===== src/rtl/upc_pkg.sv =====
// Shared types for the checkout scan path: scan FSM states and the captured
// item code, which the downstream stolen/discounted decoders also use.
package upc_pkg;

    typedef enum logic [1:0] {
        IDLE     = 2'd0,
        DEBOUNCE = 2'd1,
        HOLD     = 2'd2,
        WAIT_REL = 2'd3
    } scan_state_t;

    typedef struct packed {
        logic m;
        logic u;
        logic p;
        logic c;
    } upc_code_t;

    localparam upc_code_t UPC_CODE_NONE = '{m: 1'b0, u: 1'b0, p: 1'b0, c: 1'b0};

    // Raw switch bundle {mark, U, P, C} into the packed code layout.
    function automatic upc_code_t upc_from_raw(input logic [3:0] raw);
        upc_code_t code;
        code.m = raw[3];
        code.u = raw[2];
        code.p = raw[1];
        code.c = raw[0];
        return code;
    endfunction

endpackage


===== src/rtl/sync_2ff.sv =====
// Two-flop synchroniser for asynchronous board inputs, with a per-instance
// reset value so an idle pushbutton can come out of reset as "released".
module sync_2ff #(
    parameter int               WIDTH     = 1,
    parameter logic [WIDTH-1:0] RESET_VAL = {WIDTH{1'b0}}
) (
    input  logic             clk,
    input  logic             reset,
    input  logic [WIDTH-1:0] d_i,
    output logic [WIDTH-1:0] q_o
);

    logic [WIDTH-1:0] meta_q;
    logic [WIDTH-1:0] sync_q;

    // Shift the asynchronous input through two flops into the clk domain.
    always_ff @(posedge clk) begin
        if (reset) begin
            meta_q <= RESET_VAL;
            sync_q <= RESET_VAL;
        end else begin
            meta_q <= d_i;
            sync_q <= meta_q;
        end
    end

    assign q_o = sync_q;

endmodule


===== src/rtl/upc_scan_capture.sv =====
// Scan capture front end: synchronises the scan key and item switches,
// debounces the key, latches {M,U,P,C} once per fresh press and holds the
// result valid for a fixed time so switch wiggle never reaches the decoders.
module upc_scan_capture
    import upc_pkg::*;
#(
    parameter int DEBOUNCE_CYCLES = 500_000,
    parameter int HOLD_CYCLES     = 250_000_000,
    parameter int CNT_W           = 28
) (
    input  logic       clk,
    input  logic       reset,
    input  logic       key_n,
    input  logic [2:0] upc_in,
    input  logic       mark_in,
    output logic       U,
    output logic       P,
    output logic       C,
    output logic       M,
    output logic       scan_valid,
    output logic       scan_pulse,
    output logic [7:0] scan_count
);

    // The counter holds how many consecutive low key samples were already seen
    // in DEBOUNCE, so the sample arriving with cnt == DEBOUNCE_CYCLES-1 is the
    // last one needed. In HOLD it counts cycles since the hold started.
    localparam logic [CNT_W-1:0] CNT_ZERO   = {CNT_W{1'b0}};
    localparam logic [CNT_W-1:0] CNT_ONE    = CNT_W'(32'sd1);
    localparam logic [CNT_W-1:0] DEB_LAST   = CNT_W'(DEBOUNCE_CYCLES - 32'sd1);
    localparam logic [CNT_W-1:0] HOLD_LAST  = CNT_W'(HOLD_CYCLES - 32'sd1);
    localparam logic             HOLD_EN    = (HOLD_CYCLES != 32'sd0);
    localparam logic             DEB_SINGLE = (DEBOUNCE_CYCLES == 32'sd1);

    logic       key_s;
    logic [3:0] data_s;

    scan_state_t      state_q, state_d;
    logic [CNT_W-1:0] cnt_q, cnt_d;
    upc_code_t        code_q, code_d;
    logic             valid_q, valid_d;
    logic             pulse_q, pulse_d;
    logic [7:0]       count_q, count_d;
    logic             armed_q, armed_d;
    logic             start_s;
    logic             capture_s;

    sync_2ff #(.WIDTH(1), .RESET_VAL(1'b1)) u_key_sync (
        .clk   (clk),
        .reset (reset),
        .d_i   (key_n),
        .q_o   (key_s)
    );

    sync_2ff #(.WIDTH(4), .RESET_VAL(4'b0000)) u_data_sync (
        .clk   (clk),
        .reset (reset),
        .d_i   ({mark_in, upc_in}),
        .q_o   (data_s)
    );

    // Next-state logic: debounce, capture, hold timing and re-arm on release.
    always_comb begin
        state_d   = state_q;
        cnt_d     = cnt_q;
        code_d    = code_q;
        valid_d   = valid_q;
        pulse_d   = 1'b0;
        count_d   = count_q;
        armed_d   = armed_q | key_s;
        start_s   = 1'b0;
        capture_s = 1'b0;

        case (state_q)
            IDLE: begin
                if (!key_s) begin
                    start_s = 1'b1;
                end else begin
                    state_d = IDLE;
                end
            end
            DEBOUNCE: begin
                if (key_s) begin
                    // Bounce: abandon the attempt; an existing capture keeps showing.
                    cnt_d   = CNT_ZERO;
                    state_d = valid_q ? HOLD : IDLE;
                end else if (cnt_q == DEB_LAST) begin
                    capture_s = 1'b1;
                end else begin
                    cnt_d = cnt_q + CNT_ONE;
                end
            end
            HOLD: begin
                if (!key_s && armed_q) begin
                    // Fresh press while displaying: old code stays until it captures.
                    start_s = 1'b1;
                end else if (HOLD_EN && (cnt_q == HOLD_LAST)) begin
                    valid_d = 1'b0;
                    code_d  = UPC_CODE_NONE;
                    cnt_d   = CNT_ZERO;
                    state_d = key_s ? IDLE : WAIT_REL;
                end else if (HOLD_EN) begin
                    cnt_d = cnt_q + CNT_ONE;
                end else begin
                    cnt_d = cnt_q;
                end
            end
            WAIT_REL: begin
                if (key_s) begin
                    state_d = IDLE;
                end else begin
                    state_d = WAIT_REL;
                end
            end
            default: begin
                state_d = IDLE;
                cnt_d   = CNT_ZERO;
            end
        endcase

        // The sample that starts a press is the first debounce sample.
        if (start_s) begin
            if (DEB_SINGLE) begin
                capture_s = 1'b1;
            end else begin
                state_d = DEBOUNCE;
                cnt_d   = CNT_ONE;
            end
        end else begin
            start_s = 1'b0;
        end

        // Capture overrides any hold expiry decided above.
        if (capture_s) begin
            code_d  = upc_from_raw(data_s);
            valid_d = 1'b1;
            pulse_d = 1'b1;
            count_d = count_q + 8'd1;
            state_d = HOLD;
            cnt_d   = CNT_ZERO;
            armed_d = 1'b0;
        end else begin
            pulse_d = 1'b0;
        end
    end

    // State, counter and output registers with synchronous reset.
    always_ff @(posedge clk) begin
        if (reset) begin
            state_q <= IDLE;
            cnt_q   <= CNT_ZERO;
            code_q  <= UPC_CODE_NONE;
            valid_q <= 1'b0;
            pulse_q <= 1'b0;
            count_q <= 8'd0;
            armed_q <= 1'b1;
        end else begin
            state_q <= state_d;
            cnt_q   <= cnt_d;
            code_q  <= code_d;
            valid_q <= valid_d;
            pulse_q <= pulse_d;
            count_q <= count_d;
            armed_q <= armed_d;
        end
    end

    assign U          = code_q.u;
    assign P          = code_q.p;
    assign C          = code_q.c;
    assign M          = code_q.m;
    assign scan_valid = valid_q;
    assign scan_pulse = pulse_q;
    assign scan_count = count_q;

endmodule


===== config.mk =====
export PLATFORM = sky130hd
export DESIGN_NAME = upc_scan_capture
export DESIGN_NICKNAME = d
export VERILOG_FILES = /design/src/rtl/upc_pkg.sv /design/src/rtl/sync_2ff.sv /design/src/rtl/upc_scan_capture.sv
export SDC_FILE = /design/constraint.sdc
export NUM_CORES = 1
export LEC_CHECK = 0
export ABC_AREA = 1
export CAP_MARGIN = 20
export CELL_PAD_IN_SITES_DETAIL_PLACEMENT = 0
export CELL_PAD_IN_SITES_GLOBAL_PLACEMENT = 1
export CORE_MARGIN = 2
export CORE_UTILIZATION = 45
export CTS_CLUSTER_DIAMETER = 40
export DETAILED_ROUTE_END_ITERATION = 6
export DONT_BUFFER_PORTS = 1
export GPL_ROUTABILITY_DRIVEN = 0
export PLACE_DENSITY = 0.91
export SLEW_MARGIN = 20
export SYNTH_ARGS = -nofsm -noshare
export SYNTH_HDL_FRONTEND = slang
export SYNTH_HIERARCHICAL = 1
export SYNTH_SLANG_ARGS = --single-unit
export TNS_END_PERCENT = 1

===== constraint.sdc =====
create_clock -name clk -period 2.15 [get_ports clk]
set_clock_uncertainty 0.1 [all_clocks]
set_input_delay 0.43 -clock clk [delete_from_list [all_inputs] [get_ports clk]]
set_output_delay 0.43 -clock clk [all_outputs]
set_load 0.01 [all_outputs]

After elaboration in Yosys (flattened, before gate mapping)
Index checks and enable logic that the tools add are counted.
{"block": "word_totals", "regBits": 55, "wordCells": 81}
{"block": "op_classes", "addsub": 2, "n_eq_ne": 17, "muxes": 31, "n_bitwise": 1, "n_reduce_logical": 14}
{"op": "$mux 28", "count": 4}
{"op": "$pmux 28 s2", "count": 1}
{"op": "$add 28x1->28 const B", "count": 1}
{"op": "$eq 28x19->1 const B", "count": 1}
{"op": "$eq 28x28->1 const B", "count": 1}
{"op": "$mux 2", "count": 8}
{"op": "$mux 4", "count": 4}
{"op": "$mux 1", "count": 12}
{"op": "$ne 4x3->1 const B", "count": 3}
{"op": "$ne 3x2->1 const B", "count": 3}
{"op": "$reduce_and 3->1", "count": 3}
{"op": "$add 8x1->8 const B", "count": 1}
{"op": "$ne 4x4->1 const B", "count": 2}
{"op": "$pmux 2 s4", "count": 1}
{"op": "$reduce_and 4->1", "count": 2}
{"op": "$ne 3x3->1 const B", "count": 2}
{"op": "$reduce_bool 2->1", "count": 3}
{"op": "$eq 2x2->1 const B", "count": 2}
{"op": "$ne 2x2->1 const B", "count": 2}
{"op": "$reduce_bool 3->1", "count": 1}
{"op": "$reduce_or 3->1", "count": 1}
{"op": "$eq 2x1->1 const B", "count": 1}
{"op": "$logic_not 2->1", "count": 1}
{"op": "$pmux 1 s2", "count": 1}
{"op": "4 further kinds", "count": 4}

Depth between registers and ports, before layout
Gate-level depths: netlist of run 1.
{"block": "logic_depth", "ltp_word": 6, "mapped_depth": 14}

Modules after synthesis
Netlist of run 1, hierarchy kept.
{"module": "upc_scan_capture", "n_inst": 1, "cells_per_inst": 477, "area_each_um2": 2951.6, "seq_area_each_um2": 900.9}
{"module": "sync_2ff at u_data_sync", "n_inst": 1, "cells_per_inst": 25, "area_each_um2": 231.5, "seq_area_each_um2": 160.2}
{"module": "sync_2ff at u_key_sync", "n_inst": 1, "cells_per_inst": 7, "area_each_um2": 58.8, "seq_area_each_um2": 40.0}

Worst setup path before layout of run 1
OpenSTA, ideal clock, no wires.
{"block": "synth_path", "kind": "register -> register", "from": "reg state_q[0]", "to": "reg cnt_q[10]", "setup_ps": 62, "arrival_time_ps": 1750, "slack_ps": 238, "path_stages_with_launch": 12, "path_buffers": 2, "path_cell_list": "dfxtp_1 -> inv_1 -> ha_1 -> buf_2 -> nand3_1 -> o21ai_0 -> inv_1 -> nand3_4 -> nor2_8 -> inv_2 -> buf_6 -> nor2_2"}
{"block": "synth_via", "elab_chain_len": 3, "elab_cells_between_ends": 11}
{"item": "start, declared", "line_no": "upc_scan_capture.sv:38", "source": "scan_state_t state_q, state_d;"}
{"item": "start signal, assigned", "line_no": "upc_scan_capture.sv:158", "source": "state_q <= state_d;"}
{"item": "$eq 2x1->1, or another cell as far along", "line_no": "upc_scan_capture.sv:74", "source": "case (state_q)"}
{"item": "$ne 3x2->1 (no line), or another cell as far along"}
{"item": "$reduce_and 3->1 (no line) or $reduce_or 3->1 (tied branches)"}
{"item": "end signal, assigned", "line_no": "upc_scan_capture.sv:159", "source": "cnt_q <= cnt_d;"}
{"item": "end, declared", "line_no": "upc_scan_capture.sv:39", "source": "logic [CNT_W-1:0] cnt_q, cnt_d;"}
Several ways; a longest one is shown, not always the timed one.
A chain may end at the register's enable or synchronous reset.

Final worst setup path of run 1
{"block": "layout_path", "from": "reg cnt_q[5]", "to": "reg cnt_q[25]"}
{"block": "layout_via", "elab_chain_len": 5, "elab_cells_between_ends": 14}
{"item": "parallel branches: the longest is 5 deep, another holds $add 28x1->28"}
Several ways; the timed one is not identified. The select of a mux whose other input is x is not followed.

==> metrics.md, run 1 <==
| Metric | Value |
|---|---|
| Status | finished, final reports clean |
| Total grt overflow | 0 |
| Port bufs | 0 |
| Setup TNS | 0 ns |
| Vias | 3,044 |
| Antenna viol nets, final | 0 |
| Worst-path cell chain | nand2_1 > nor2_1 > nand2_1 > nor2_2 > nand3_1 > nand2_1 > inv_1 > nor2_4 > nor2_8 > inv_2 > buf_12 > nor2_2 |
| Slowest cell on the critical path | dfxtp_1 |
| Cell family with most CP delay | simple AND/OR/NAND/NOR gates |
| Final hold slack | 0.06154 ns |
| Final Cycle Share | 0.9308 |
| Logic pwr share | 0.064 |
| Worst R2R Path Depth | 12 |
| Final layout net count | 534 |
| Multi-input logic area | 0.001826 mm2 |
| Post-synth top cells | nand2_1, nor2_1, inv_1 |
| Switch Pwr | 0.4759 mW |
| Place WS | 0.05313 ns |
| Fraction of the mapped netlist area in simple logic gates | 0.4523 |
| Worst EP required | 2.28 ns |
| Compound-gate portion of the synthesized area | 0.05789 |
| Crit end category | flop |
| Stages on worst setup path | 12 |
| Initial antenna violation count | 0 |
| RSZ-0062 raised after global routing | no |
| CORE AREA | 0.006869 mm2 |
| Worst path max stage delay | 0.52 ns |
| Crit Path Category | reg2reg |
| DR WL/cell | 12.83 um |
| Starting DRT DRC Count | 209 |
| Area growth, synth to finish | 9.649% |
| EDFF count, synth | 0 |
| Syn_nets | 524 |
| Clock latency on the worst-skew pair | 0.33 ns |
| Synth cell types | 33 |
| CTS tree | done |
| CTS clk-pin slew, worst paths | 0.11 ns |
| Post-Route WL | 7.902 mm |
| Gr usage total | 0.2148 |
| Ys async rst share | 0 |
| Drt pass-1 iters | 4 |
| Cell area power density | 506.3 mW/mm2 |
| Pleak | 1.403 nW |
| Top post-synthesis cells by area | dfxtp_1, nand2_1, nor2_1 |
| Global-route wire length before repair | 13.20 mm |
| Post-DP Area | 0.003418 mm2 |
| Finished Cell Area | 0.003555 mm2 |
| Pin count of the biggest net entering global routing | 29 |
| Yosys top cell area share | 0.3396 |
| Worst-path maximum fanout | 8 |
| Clock root cell | clkbuf_8 |
| Fillers | 703 |
| Synth Area in XOR/XNOR | 0.01351 |
| Synth warn | 6 |
| Sw Ratio | 0.2644 |
| Ys flop type | dfxtp_1 |
| Worst Hold Class | in2reg |
| Minimum clock period after layout | 2.001 ns |
| Fmax | 499.7 MHz |
| Cell taking the most area after synthesis | dfxtp_1 |
| Number of global-route vias before repair | 2,807 |
| Int Pwr | 1.324 mW |
| Die width | 88.88 um |
| Worst Tran Pin Value | 0.3972 ns |
| Hold Fails Final Rpt | 0 |
| Post-synthesis cell area | 0.003242 mm2 |
| Mux cell area share after synthesis | 0 |
| Worst Path Arrival | 2.13 ns |
| Die Footprint | 0.007899 mm2 |
| VDD IR-drop max | 0.3810 mV |
| Synth Area in Adders | 0.03088 |
| CTS Buf Count | 5 |
| Final setup viols | 0 |
| Buffers and inverters on the worst path | 3 |
| Syn Inst Count | 509 |
| Clk sinks | 55 |
| Sequential cell area fraction in the yosys report | 0.3396 |
| Sequential Area | 0.001104 mm2 |
| Cell Rows | 30 |
| Largest family of logic cells by synthesized area | simple AND/OR/NAND/NOR gates |
| Sequential share of power | 0.579 |
| Layout cell share with drive strength beyond 1 | 0.1212 |
| CP most frequent cell | nand2_1 |
| Ports | 21 |
| Min-Delay Path Depth | 1 |
| Clk pwr share | 0.357 |
| Syn_area_per_cell | 6.369 um2 |
| Vert. Die Dim | 88.88 um |
| Nature of the critical path startpoint | flop |
| Cell with the most instances after synthesis | nand2_1 |
| Design Power | 1.800 mW |
| Max Cap Violations | 0 |
| Max-slew violations | 0 |
| DP HPWL | 6.043 mm |
| Number of remaining DRC errors | 0 |
| Antenna diodes | 0 |
| Slew headroom | 0.7349 |
| Initial core utilization | 0.4719 |
| Final worst slack | 0.1489 ns |
| H-tree levels | 2 |
| Drt via density | 4.942 |
| Post-synthesis register bit count | 55 |
| Worst-case clock buffer depth | 2 |
## power by group through the flow
stage	logic (mW)	clock network [mW]	registers, mW
after floorplan	0.0771	0	1.06
final	0.115	0.643	1.04
after global placement	0.113	0	1.06
after detailed placement	0.115	0	1.06
after CTS	0.115	0.660	1.04
after global routing	0.128	0.699	1.04
## cell usage in the layout, fill, tap and decap left out, types with 5 or more instances in the layout
| cell type | netlist | layout |
|---|---|---|
| a21oi_1 | 14 | 14 |
| buf_4 | 2 | 12 |
| clkbuf_8 | 0 | 5 |
| dfxtp_1 | 55 | 53 |
| ha_1 | 8 | 7 |
| inv_1 | 63 | 63 |
| inv_2 | 5 | 5 |
| nand2_1 | 151 | 151 |
| nand3_1 | 39 | 39 |
| nand4_1 | 15 | 15 |
| nor2_1 | 79 | 77 |
| nor2_2 | 13 | 15 |
| nor3_1 | 14 | 10 |
| o21ai_0 | 12 | 12 |
## cells by family (layout without fill, tap and decap cells)
group | Yosys count | count (layout)
compound gates | 34 | 34
xor+xnor | 5 | 5
fa+ha+maj | 8 | 8
buf+inv | 81 | 92
flops | 55 | 55
simple gates | 326 | 326
## state kept, by name, indices dropped and copies added, names as in the netlist
| signal | flops |
|---|---|
| U | 1 |
| C | 1 |
| cnt_q | 28 |
| u_data_sync/meta_q | 4 |
| scan_pulse | 1 |
| M | 1 |
| scan_count | 8 |
| u_data_sync/q_o | 4 |
| armed_q | 1 |
| P | 1 |
| u_key_sync/q_o | 1 |
| state_q | 2 |
| scan_valid | 1 |
| u_key_sync/meta_q | 1 |
## final cells by class
class                   count  share of cell area
clock inverters             3            0.009504
repair buffers             15             0.03977
well taps                  96             0.03379
flip-flops and latches     55              0.3105
multi-input cells         373              0.5136
inverters                  69             0.07357
clock buffers               5             0.01936
## worst reg2reg max path: stages (launching register included)
cell and delay, ns:
dfxtp_1 0.52, nand2_1 0.14, nor2_1 0.16, nand2_1 0.10
nor2_2 0.18, nand3_1 0.09, nand2_1 0.07, inv_1 0.09
nor2_4 0.15, nor2_8 0.05, inv_2 0.09, buf_12 0.13
nor2_2 0.03
## per-layer routing
metal  part of all wire  global-route usage  vias to the layer above
li1                   -                   -                     1610
met4              0.012             0.07163                        0
met5                  0                   0                        -
met3              0.041             0.03638                        7
met1               0.48              0.2820                     1373
met2               0.46              0.3575                       54
## final timing paths
| path | start | endpoint | slack, ns |
|---|---|---|---|
| min reg2reg | u_data_sync/meta_q[3] | u_data_sync/q_o[3] | 0.31 |
| min | reset | scan_count[4] | 0.06 |
| max | cnt_q[5] | cnt_q[25] | 0.15 |
| max reg2reg | cnt_q[5] | cnt_q[25] | 0.15 |
## repair_timing
action / 4_1_cts / 5_1_grt
setup endpoints to repair: 0 / 26
hold buffers: 0 / 0
setup buffers: 0 / 0
hold endpoints to repair: 0 / 0
resized for setup: 0 / 10
## stage by stage
| stage | utilization | cells |
|---|---|---|
| detailed placement | 0.4976 | 608 |
| global route | 0.5175 | 616 |
| finish | 0.5175 | 616 |
| CTS | 0.5126 | 616 |
| global placement | 0.4976 | 608 |
| floorplan | - | 509 |
Power figures use the tool's default switching activity.
==> run 2, diff against run 1 <==
--- a/config.mk
+++ b/config.mk
@@ -21,4 +21,3 @@
 export SYNTH_HDL_FRONTEND = slang
 export SYNTH_HIERARCHICAL = 1
 export SYNTH_SLANG_ARGS = --single-unit
-export TNS_END_PERCENT = 1
==> metrics.md, run 2 (synthesis gave the netlist of run 1 again) <==
| Metric | Value |
|---|---|
| Fmax | 498.5 MHz (-0.24%) |
| Worst EP required | 2.29 ns (about the same) |
| Clk pwr share | 0.357 (about the same) |
| Drt via density | 4.935 (-0.13%) |
| Worst hold start | reset |
| CTS tree | done |
| Global-route wire length before repair | 13.20 mm (unchanged) |
| Initial antenna violation count | 0 (unchanged) |
| CTS Buf Count | 5 (unchanged) |
| VDD IR-drop max | 0.3810 mV (about the same) |
| H-tree levels | 2 (unchanged) |
| Crit Path Category | reg2reg |
| Vias | 3,040 (-0.13%) |
| Dpl cells | 608 (unchanged) |
| Cell area power density | 506.3 mW/mm2 (about the same) |
| Die width | 88.88 um (unchanged) |
| Setup TNS | 0 ns (unchanged) |
| Worst Tran Pin Value | 0.3964 ns (-0.0008662 ns) |
| Final layout net count | 534 (unchanged) |
| Die Footprint | 0.007899 mm2 (unchanged) |
| Design Power | 1.798 mW (-0.10%) |
| Int Pwr | 1.323 mW (about the same) |
| Max-slew violations | 0 (unchanged) |
| Pin count of the biggest net entering global routing | 29 (unchanged) |
| Area growth, synth to finish | 9.533% |
| CTS clk-pin slew, worst paths | 0.12 ns (about the same) |
| Final worst slack | 0.1441 ns (-0.004753 ns) |
| Most common cell after layout, fill and taps aside | nand2_1 |
| R2r startpoint | cnt_q[5] |
| Final Cycle Share | 0.9330 (+0.002211) |
| Worst Path Arrival | 2.15 ns (+0.02 ns) |
| Status | finished, final reports clean |
| Slew headroom | 0.7355 (about the same) |
| Most flop-heavy register | cnt_q |
| Antenna diodes | 0 (unchanged) |
| Total grt overflow | 0 (unchanged) |
| Max reg flops | 28 (unchanged) |
| Number of remaining DRC errors | 0 (unchanged) |
| Starting DRT DRC Count | 196 (-6.2%) |
| Cell Rows | 30 (unchanged) |
| Post-Layout Cell Count | 616 (unchanged) |
| DP HPWL | 6.043 mm (unchanged) |
| Minimum clock period after layout | 2.006 ns (+0.004753 ns) |
| Drt pass-1 iters | 4 (unchanged) |
| Sequential share of power | 0.579 (about the same) |
| Number of global-route vias before repair | 2,807 (unchanged) |
| Fillers | 704 (+0.14%) |
| Crit end category | flop |
| Clk sinks | 55 (unchanged) |
| Final hold slack | 0.06066 ns (-0.0008816 ns) |
| Pleak | 1.402 nW (-0.12%) |
| Port bufs | 0 (unchanged) |
| Setup bufs post-CTS | 0 (unchanged) |
| Gr usage total | 0.2148 (unchanged) |
| Antenna viol nets, final | 0 (unchanged) |
| Initial core utilization | 0.4719 (unchanged) |
| Sequential Area | 0.001104 mm2 (unchanged) |
| Place WS | 0.05313 ns (unchanged) |
| Sw Ratio | 0.2640 (-0.0004348) |
| Final setup viols | 0 (unchanged) |
| Post-Route WL | 7.882 mm (-0.25%) |
| Worst-path maximum fanout | 8 (unchanged) |
| Vert. Die Dim | 88.88 um (unchanged) |
| Setup crit start | cnt_q[5] |
| Final Core Density | 0.5169 (-0.0005460) |
| Clock latency on the worst-skew pair | 0.33 ns (about the same) |
| Clock root cell | clkbuf_8 |
| RSZ-0062 raised after global routing | no |
| Finished Cell Area | 0.003551 mm2 (-0.11%) |
| Nature of the critical path startpoint | flop |
| Multi-input logic area | 0.001826 mm2 (unchanged) |
| # hold bufs at CTS | 0 (unchanged) |
| Switch Pwr | 0.4746 mW (-0.27%) |
| Worst Hold Class | in2reg |
| Most frequent cells in the layout | nand2_1, nor2_1, inv_1 |
| Post-DP Area | 0.003418 mm2 (unchanged) |
| Layout cell share with drive strength beyond 1 | 0.1212 (unchanged) |
| CORE AREA | 0.006869 mm2 (unchanged) |
| Hold Fails Final Rpt | 0 (unchanged) |
| Ports | 21 (unchanged) |
| Worst-case clock buffer depth | 2 (unchanged) |
| DR WL/cell | 12.80 um (-0.25%) |
| Logic pwr share | 0.064 (about the same) |
| Max Cap Violations | 0 (unchanged) |
run 2: cell counts in the layout (fill, tap and decap cells not counted):
No cell type changed its count.
run 2: cell type report:
type,count,share of cell area
Clock inverter,3,0.009514
Timing Repair Buffer,15,0.03876
Tap cell,96,0.03383
Multi-Input combinational cell,373,0.5141
Inverter,69,0.07364
Clock buffer,5,0.01938
Sequential cell,55,0.3108
run 2: worst paths after layout:
kind	to	slack, ns	depth (start not counted)
worst max-delay path	cnt_q[26]	0.14	12
worst min-delay path	scan_count[4]	0.06	1
worst max register to register	cnt_q[26]	0.14	12
worst min register to register	u_data_sync/q_o[3]	0.31	2
run 2: timing repair:
action,CTS,global route
gates resized for setup,0,9
hold endpoints to repair,0,0
endpoints found under the setup margin,0,26
run 2: critical path, cell delays in order (launching register included):
cell and delay [ns]:
dfxtp_1 0.52, nand2_1 0.14, nor2_1 0.16, nand2_1 0.10
nor2_2 0.18, nand3_1 0.09, nand2_1 0.07, inv_1 0.09
nor2_4 0.15, nor2_8 0.05, inv_2 0.09, buf_12 0.13
nor2_1 0.05
run 2: power by group through the flow:
stage / Clock (mW) / Combinational (mW) / Sequential [mW]
CTS: 0.660 / 0.115 / 1.04
detailed placement: 0 / 0.115 / 1.06
global placement: 0 / 0.113 / 1.06
floorplan: 0 / 0.0771 / 1.06
finish: 0.642 / 0.114 / 1.04
global route: 0.699 / 0.127 / 1.04
run 2: routing by layer:
layer  part of all wire  routed length [um]  GRT usage  vias to the layer above
li1                   -                   -          -                     1608
met3              0.036                 286    0.03638                        5
met1               0.49                3829     0.2820                     1371
met5                  0                   0          0                        -
met4             0.0085                  67    0.07163                        0
met2               0.47                3699     0.3575                       56
